## src/rtl/fpu_pkg.sv

```systemverilog
// Shared FPU types: requester state, in-flight tag, and the fadd pipeline depth.
package fpu_pkg;

    typedef enum logic [1:0] {
        ARB_IDLE     = 2'd0,
        ARB_INFLIGHT = 2'd1,
        ARB_HOLD     = 2'd2
    } arb_state_t;

    // Tag id is sized for the largest supported requester count (8).
    localparam int ARB_ID_W = 3;

    typedef struct packed {
        logic                vld;
        logic [ARB_ID_W-1:0] id;
    } fadd_tag_t;

    localparam int FADD_LATENCY = 3;

endpackage

```

## src/rtl/fadd.sv

```systemverilog
// Three-stage pipelined single-precision adder: align, add, normalise/round (RNE).
// Denormal inputs and underflowing results are flushed to zero; overflow gives infinity.
module fadd (
    input  logic        clk,
    input  logic        rst_n,
    input  logic        input_valid,
    input  logic [31:0] input_a,
    input  logic [31:0] input_b,
    output logic        out_valid,
    output logic [31:0] result
);
    logic [30:0] mag_a_s, mag_b_s, big_s, small_s;
    logic        swap_s;
    logic        v1_r, s1_sign_r, s1_sub_r;
    logic [7:0]  s1_exp_r, s1_diff_r;
    logic [23:0] s1_mbig_r, s1_msmall_r;
    logic [26:0] ext_s, shifted_s, mask_s, aligned_s;
    logic        far_s, sticky_s;
    logic [27:0] sum_s;
    logic        v2_r, s2_sign_r;
    logic [7:0]  s2_exp_r;
    logic [27:0] s2_sum_r;
    logic [4:0]  lz_s;
    logic [26:0] norm_s;
    logic signed [9:0] exp_ext_s, e_norm_s, e_fin_s;
    logic        round_up_s;
    logic [24:0] mant_s;
    logic [22:0] frac_s;
    logic [31:0] pack_s;
    logic        v3_r;
    logic [31:0] result_r;

    // Stage 1 decode: flush denormals and order the operands by magnitude
    always_comb begin
        mag_a_s = (input_a[30:23] == 8'd0) ? 31'd0 : input_a[30:0];
        mag_b_s = (input_b[30:23] == 8'd0) ? 31'd0 : input_b[30:0];
        swap_s  = (mag_b_s > mag_a_s);
        big_s   = swap_s ? mag_b_s : mag_a_s;
        small_s = swap_s ? mag_a_s : mag_b_s;
    end

    // Stage 1 register
    always_ff @(posedge clk) begin
        if (!rst_n) begin
            v1_r        <= 1'b0;
            s1_sign_r   <= 1'b0;
            s1_sub_r    <= 1'b0;
            s1_exp_r    <= 8'd0;
            s1_diff_r   <= 8'd0;
            s1_mbig_r   <= 24'd0;
            s1_msmall_r <= 24'd0;
        end else begin
            v1_r        <= input_valid;
            s1_sign_r   <= swap_s ? input_b[31] : input_a[31];
            s1_sub_r    <= input_a[31] ^ input_b[31];
            s1_exp_r    <= big_s[30:23];
            s1_diff_r   <= big_s[30:23] - small_s[30:23];
            s1_mbig_r   <= {|big_s[30:23], big_s[22:0]};
            s1_msmall_r <= {|small_s[30:23], small_s[22:0]};
        end
    end

    // Stage 2 datapath: align the smaller mantissa with guard/round/sticky, then add or subtract
    always_comb begin
        ext_s     = {s1_msmall_r, 3'b000};
        far_s     = (s1_diff_r >= 8'd27);
        shifted_s = ext_s >> s1_diff_r[4:0];
        mask_s    = ~({27{1'b1}} << s1_diff_r[4:0]);
        sticky_s  = far_s ? (|s1_msmall_r) : (|(ext_s & mask_s));
        aligned_s = far_s ? {26'd0, sticky_s} : {shifted_s[26:1], shifted_s[0] | sticky_s};
        sum_s     = s1_sub_r ? ({1'b0, s1_mbig_r, 3'b000} - {1'b0, aligned_s})
                             : ({1'b0, s1_mbig_r, 3'b000} + {1'b0, aligned_s});
    end

    // Stage 2 register
    always_ff @(posedge clk) begin
        if (!rst_n) begin
            v2_r      <= 1'b0;
            s2_sign_r <= 1'b0;
            s2_exp_r  <= 8'd0;
            s2_sum_r  <= 28'd0;
        end else begin
            v2_r      <= v1_r;
            s2_sign_r <= s1_sign_r;
            s2_exp_r  <= s1_exp_r;
            s2_sum_r  <= sum_s;
        end
    end

    // Stage 3 datapath: normalise, round to nearest even and pack
    always_comb begin
        lz_s = 5'd27;
        for (int i = 0; i < 27; i++) begin
            if (s2_sum_r[i]) lz_s = 5'(26 - i);
            else             lz_s = lz_s;
        end
        exp_ext_s = $signed({2'b00, s2_exp_r});
        if (s2_sum_r[27]) begin
            norm_s   = {s2_sum_r[27:2], s2_sum_r[1] | s2_sum_r[0]};
            e_norm_s = exp_ext_s + 10'sd1;
        end else begin
            norm_s   = s2_sum_r[26:0] << lz_s;
            e_norm_s = exp_ext_s - $signed({5'd0, lz_s});
        end
        round_up_s = norm_s[2] & (norm_s[1] | norm_s[0] | norm_s[3]);
        mant_s     = {1'b0, norm_s[26:3]} + {24'd0, round_up_s};
        frac_s     = mant_s[24] ? mant_s[23:1] : mant_s[22:0];
        e_fin_s    = e_norm_s + $signed({9'd0, mant_s[24]});
        if (s2_sum_r == 28'd0)         pack_s = 32'd0;
        else if (e_fin_s <= 10'sd0)    pack_s = {s2_sign_r, 31'd0};
        else if (e_fin_s >= 10'sd255)  pack_s = {s2_sign_r, 8'hFF, 23'd0};
        else                           pack_s = {s2_sign_r, e_fin_s[7:0], frac_s};
    end

    // Output register
    always_ff @(posedge clk) begin
        if (!rst_n) begin
            v3_r     <= 1'b0;
            result_r <= 32'd0;
        end else begin
            v3_r     <= v2_r;
            result_r <= pack_s;
        end
    end

    assign out_valid = v3_r;
    assign result    = result_r;

endmodule

```

## src/rtl/fadd_arbiter_rr.sv

```systemverilog
// Combinational round-robin picker: first eligible index at or above rr_ptr, wrapping.
module rr_arbiter #(
    parameter int NREQ = 4,
    parameter int PW   = $clog2(NREQ)
) (
    input  logic [NREQ-1:0] eligible,
    input  logic [PW-1:0]   rr_ptr,
    output logic [NREQ-1:0] grant
);
    logic found_s;
    int   idx_s;

    // Walk the ring once starting at rr_ptr; the first eligible slot wins
    always_comb begin
        grant   = '0;
        found_s = 1'b0;
        idx_s   = 0;
        for (int k = 0; k < NREQ; k++) begin
            idx_s        = (int'(rr_ptr) + k >= NREQ) ? int'(rr_ptr) + k - NREQ : int'(rr_ptr) + k;
            grant[idx_s] = eligible[idx_s] & ~found_s;
            found_s      = found_s | eligible[idx_s];
        end
    end

endmodule

```

## src/rtl/fadd_arbiter.sv

```systemverilog
// Shares one pipelined fadd among NREQ requesters with round-robin issue and per-requester result buffers.
// Optional macro FADD_ARB_SUB_EN: req_sub selects a-b by inverting the sign of b at issue.
module fadd_arbiter
    import fpu_pkg::*;
#(
    parameter int NREQ     = 4,
    parameter int FADD_LAT = FADD_LATENCY
) (
    input  logic                 clk,
    input  logic                 rst_n,
    input  logic [NREQ-1:0]      req_valid,
    output logic [NREQ-1:0]      req_ready,
    input  logic [NREQ*32-1:0]   req_a,
    input  logic [NREQ*32-1:0]   req_b,
    input  logic [NREQ-1:0]      req_sub,
    output logic [NREQ-1:0]      resp_valid,
    input  logic [NREQ-1:0]      resp_ready,
    output logic [NREQ*32-1:0]   resp_data,
    output logic                 busy
);
    localparam int PW = $clog2(NREQ);

    arb_state_t          state_r     [NREQ];
    arb_state_t          state_nxt_s [NREQ];
    fadd_tag_t           tag_r       [FADD_LAT];
    logic [NREQ-1:0]     eligible_s, grant_s, ret_s, resp_valid_r;
    logic [PW-1:0]       rr_ptr_r, grant_id_s;
    logic                grant_any_s, busy_nxt_s, busy_r, tag_last_vld_s;
    logic [31:0]         op_a_s, op_b_s, fadd_result_s;
    logic                fadd_out_valid_s;
    logic [NREQ*32-1:0]  resp_data_r;

    // Nothing is accepted while reset is asserted, so req_ready reads 0 during reset.
    always_comb begin
        for (int i = 0; i < NREQ; i++) begin
            eligible_s[i] = req_valid[i] & (state_r[i] == ARB_IDLE) & rst_n;
        end
    end

    rr_arbiter #(.NREQ(NREQ), .PW(PW)) u_rr (
        .eligible (eligible_s),
        .rr_ptr   (rr_ptr_r),
        .grant    (grant_s)
    );

    // Encode the one-hot grant and select the issued operands
    always_comb begin
        grant_id_s = '0;
        for (int i = 0; i < NREQ; i++) begin
            if (grant_s[i]) grant_id_s = PW'(i);
            else            grant_id_s = grant_id_s;
        end
        grant_any_s = |grant_s;
        op_a_s      = req_a[grant_id_s*32 +: 32];
`ifdef FADD_ARB_SUB_EN
        op_b_s      = {req_b[grant_id_s*32 + 31] ^ req_sub[grant_id_s], req_b[grant_id_s*32 +: 31]};
`else
        op_b_s      = req_b[grant_id_s*32 +: 32];
`endif
    end

`ifndef FADD_ARB_SUB_EN
    logic unused_sub_s;
    assign unused_sub_s = ^req_sub;
`endif

    fadd u_fadd (
        .clk         (clk),
        .rst_n       (rst_n),
        .input_valid (grant_any_s),
        .input_a     (op_a_s),
        .input_b     (op_b_s),
        .out_valid   (fadd_out_valid_s),
        .result      (fadd_result_s)
    );

    // Round-robin pointer moves past the winner only on a grant
    always_ff @(posedge clk) begin
        if (!rst_n)           rr_ptr_r <= '0;
        else if (grant_any_s) rr_ptr_r <= (grant_id_s == PW'(NREQ - 1)) ? '0 : grant_id_s + PW'(1);
    end

    // Tag pipe shadows the fadd stages so the last stage names the owner of out_valid
    always_ff @(posedge clk) begin
        if (!rst_n) begin
            for (int k = 0; k < FADD_LAT; k++) tag_r[k] <= '0;
        end else begin
            tag_r[0].vld <= grant_any_s;
            tag_r[0].id  <= ARB_ID_W'(grant_id_s);
            for (int k = 1; k < FADD_LAT; k++) tag_r[k] <= tag_r[k-1];
        end
    end

    assign tag_last_vld_s = tag_r[FADD_LAT-1].vld;

    // Per-requester next state: IDLE -> INFLIGHT -> HOLD -> IDLE
    always_comb begin
        busy_nxt_s = 1'b0;
        for (int i = 0; i < NREQ; i++) begin
            ret_s[i] = fadd_out_valid_s & tag_last_vld_s & (tag_r[FADD_LAT-1].id == ARB_ID_W'(i));
            case (state_r[i])
                ARB_IDLE:     state_nxt_s[i] = grant_s[i] ? ARB_INFLIGHT : ARB_IDLE;
                ARB_INFLIGHT: state_nxt_s[i] = ret_s[i] ? ARB_HOLD : ARB_INFLIGHT;
                ARB_HOLD:     state_nxt_s[i] = (resp_valid_r[i] & resp_ready[i]) ? ARB_IDLE : ARB_HOLD;
                default:      state_nxt_s[i] = ARB_IDLE;
            endcase
            busy_nxt_s = busy_nxt_s | (state_nxt_s[i] != ARB_IDLE);
        end
    end

    // State, result buffers and registered status outputs
    always_ff @(posedge clk) begin
        if (!rst_n) begin
            for (int i = 0; i < NREQ; i++) state_r[i] <= ARB_IDLE;
            resp_valid_r <= '0;
            resp_data_r  <= '0;
            busy_r       <= 1'b0;
        end else begin
            for (int i = 0; i < NREQ; i++) begin
                state_r[i]      <= state_nxt_s[i];
                resp_valid_r[i] <= (state_nxt_s[i] == ARB_HOLD);
                if (ret_s[i]) resp_data_r[i*32 +: 32] <= fadd_result_s;
            end
            busy_r <= busy_nxt_s;
        end
    end

    assign req_ready  = grant_s;
    assign resp_valid = resp_valid_r;
    assign resp_data  = resp_data_r;
    assign busy       = busy_r;

endmodule

```

## config.mk

```make
export PLATFORM = sky130hd
export DESIGN_NAME = fadd_arbiter
export DESIGN_NICKNAME = d
export VERILOG_FILES = /design/src/rtl/fpu_pkg.sv /design/src/rtl/fadd.sv /design/src/rtl/fadd_arbiter_rr.sv /design/src/rtl/fadd_arbiter.sv
export SDC_FILE = /design/constraint.sdc
export NUM_CORES = 1
export LEC_CHECK = 0
export ABC_AREA = 1
export CAP_MARGIN = 20
export CORE_MARGIN = 1
export CORE_UTILIZATION = 50
export CTS_BUF_LIST = sky130_fd_sc_hd__clkbuf_4 sky130_fd_sc_hd__clkbuf_8
export DETAILED_ROUTE_END_ITERATION = 10
export GPL_TIMING_DRIVEN = 0
export PLACE_DENSITY_LB_ADDON = 0.05
export SETUP_SLACK_MARGIN = 0.2
export SLEW_MARGIN = 0
export SYNTH_ARGS = -nofsm -noshare
export SYNTH_HDL_FRONTEND = slang
export SYNTH_SLANG_ARGS = --single-unit
export TNS_END_PERCENT = 30
```

## constraint.sdc

```tcl
create_clock -name clk -period 13.7 [get_ports clk]
set_clock_uncertainty 0.2 [all_clocks]
set_input_delay 1.37 -clock clk [delete_from_list [all_inputs] [get_ports clk]]
set_output_delay 1.37 -clock clk [all_outputs]
set_load 0.02 [all_outputs]
```

==> flow_summary.ini <==
[outcome]
status = finished, final reports clean

[setup_path]
slowest_delay_ns = 0.53
cp-startpoint = rst_n
cp.required_ns = 14.01
cp.arrival_ns = 8.91
startpoint_type = primary input
crit_path_end_kind = register
r2r_start = rr_ptr_r[0]
critPathKind = primary input to register
cp_slowest_cell = clkdlybuf4s50_1
reg2reg_depth = 37
worstPathMaxFanout = 10

[hold_path]
holdPathStages = 2
holdCritStartpoint = tag_r[0][7]
worstHoldPathType = register to register

[timing]
slew_headroom = 0.197
rsz0062_at_grt = no
setup_violations = 0
worst_slew_pin_slew_ns = 1.20
fin_crit_sh = 0.628
min_period_ns = 8.60
hold_viol = 0
drv_slew = 0
fmax_mhz = 116
final.setup.tns_ns = 0

[clock_tree]
postCtsSetupBuffers = 0
ctsResizeCount = 0
holdBufCountCts = 0
cts_sinks = 287
path_clk_slew_ns = 0.06
cts_tree = yes
cts_made_buffers = 45
clock-root-buffer = clkbuf_8
cts_buffer_depth = 3
htree_levels = 2
clk_latency_ns = 0.61

[floorplan]
fp.dieH_um = 201
die-area_um2 = 40200
die_x_um = 201
core_area_um2 = 38700
initial_utilization = 0.509
io_pins = 407
fp-row-count = 72

[routing]
drt_iter0_drc = 2149
ant_nets = 0
dr_total_vias = 24400
viasPerCell = 5.82
first_pass_iters = 6
routed_wl_mm = 82.2
post-route-drc-count = 0
wl_per_cell_um = 19.6

[global_routing]
grt_pass1_wl_mm = 126
grt_pass1_vias = 23400
overflow = 0
grt_max_degree = 15
antenna_found_initial = 8
track_usage = 0.396

[synth]
syn_area_um2 = 19700
async_flop_share = 0
muxShareOfSynthArea = 0.000507
netlist_instances = 3173
yosys_warnings = 0
yosysUniqueCellTypes = 65
yosys.area_share.adder = 0.0648
synth-xor-area-share = 0.0111
yosys.area_share.simple = 0.309
ys_ff_latch = 287
synth_seq_area_share = 0.291
synth_top_family_by_area = simple AND/OR/NAND/NOR gates
synth_compound_gate_area_share = 0.227
synth_ff_type = dfxtp_1
synth_edf_count = 0
avgSynthCellArea_um2 = 6.22
synth_nets = 3544

[placement]
place_congestion = 1.05
hpwl_mm = 66.1
io_buffers = 402

[final_layout]
final_common_cell = nand2_1
seq_area_um2 = 5750
nets = 3994
fillCellCount = 3537
final_cell_mix = nand2_1 (567), nor2_1 (557), clkdlybuf4s50_1 (402)
multiInputGateArea_um2 = 12100
final_layout_size_suffix_gt1_frac = 0.0528
area_growth_pct = 29.2

[run]
max_cap_viol_count = 0
[metal layers]
layer	vias up	GRT usage	wire length, um
met5	-	0	11
met4	2	0.325	7290
met3	377	0.0721	6600
met2	1395	0.677	38200
met1	11100	0.429	30100
li1	11500	-	-
[logic make-up (layout without fill, tap and decap cells)]
kind of cell    count (synthesis)  count (layout)
compound gates                818             818
xor+xnor                       25              25
fa+ha+maj                     101             101
buf+inv                       481             964
flops                         287             287
mux                             1               1
other cells                     0              10
simple gates                 1460            1460
[layout make-up]
class / count / area share
clock buffers: 66 / 0.0329
diodes: 10 / 0.000982
inverters: 312 / 0.0460
multi-input cells: 2405 / 0.475
well taps: 518 / 0.0254
plain buffers: 169 / 0.0281
flip-flops and latches: 287 / 0.225
repair buffers: 403 / 0.158
clock inverters: 14 / 0.00815
[critical path, delay by kind of cell]
| kind | cells | cell delay [ns] |
|---|---|---|
| AO/OA/AOI/OAI | 16 | 2.76 |
| adder cells (fa/ha/maj) | 1 | 0.31 |
| buffers and inverters | 10 | 3.42 |
| AND/OR/NAND/NOR | 9 | 1.05 |
[state kept, by name (all words and copies together) (netlist names), 2 cells and up]
| name | count |
|---|---|
| rr_ptr_r | 2 |
| u_fadd.result | 32 |
| u_fadd.s2_exp_r | 8 |
| resp_data | 128 |
| resp_valid | 4 |
| tag_r | 9 |
| u_fadd.s2_sum_r | 28 |
| u_fadd.s1_exp_r | 8 |
| u_fadd.s1_mbig_r | 24 |
| state_r | 8 |
| u_fadd.s1_diff_r | 8 |
| u_fadd.s1_msmall_r | 24 |
[worst paths after layout]
check | to | slack, ns
max reg2reg | u_fadd.s1_msmall_r[21] | 5.84
max | u_fadd.s1_msmall_r[21] | 5.10
min reg2reg | tag_r[0][11] | 0.21
min | tag_r[0][11] | 0.21
[stage by stage]
step	std cells	setup slack (ns)	utilization	area (um^2)	hold slack, ns
global placement	4093	4.99	0.630	24400	0.194
global route	4181	4.74	0.658	25500	0.228
finish	4184	5.10	0.658	25500	0.209
floorplan	3173	7.01	-	19700	0.190
detailed placement	4094	4.76	0.630	24400	0.196
CTS	4174	5.33	0.657	25500	0.212
[synthesized netlist by cell type (10+ instances only)]
master,instances,share of area
a21oi_1,205,0.052
a31oi_1,12,0.0038
buf_1,11,0.0021
buf_2,20,0.0051
clkbuf_1,129,0.025
dfxtp_1,287,0.29
ha_1,99,0.063
inv_1,271,0.052
inv_2,35,0.0067
nand2_1,567,0.11
nand3_1,234,0.059
nand4_1,32,0.010
nor2_1,557,0.11
nor3_1,16,0.0041
nor4_1,10,0.0032
o211ai_1,11,0.0042
o21ai_0,398,0.10
o21ai_1,60,0.015
o22ai_1,59,0.019
o31ai_1,13,0.0049
or2_2,11,0.0035
xor2_1,16,0.0071
Power is not shown: default switching activity piles up to over one toggle a cycle in this logic, so the estimate is an artifact.
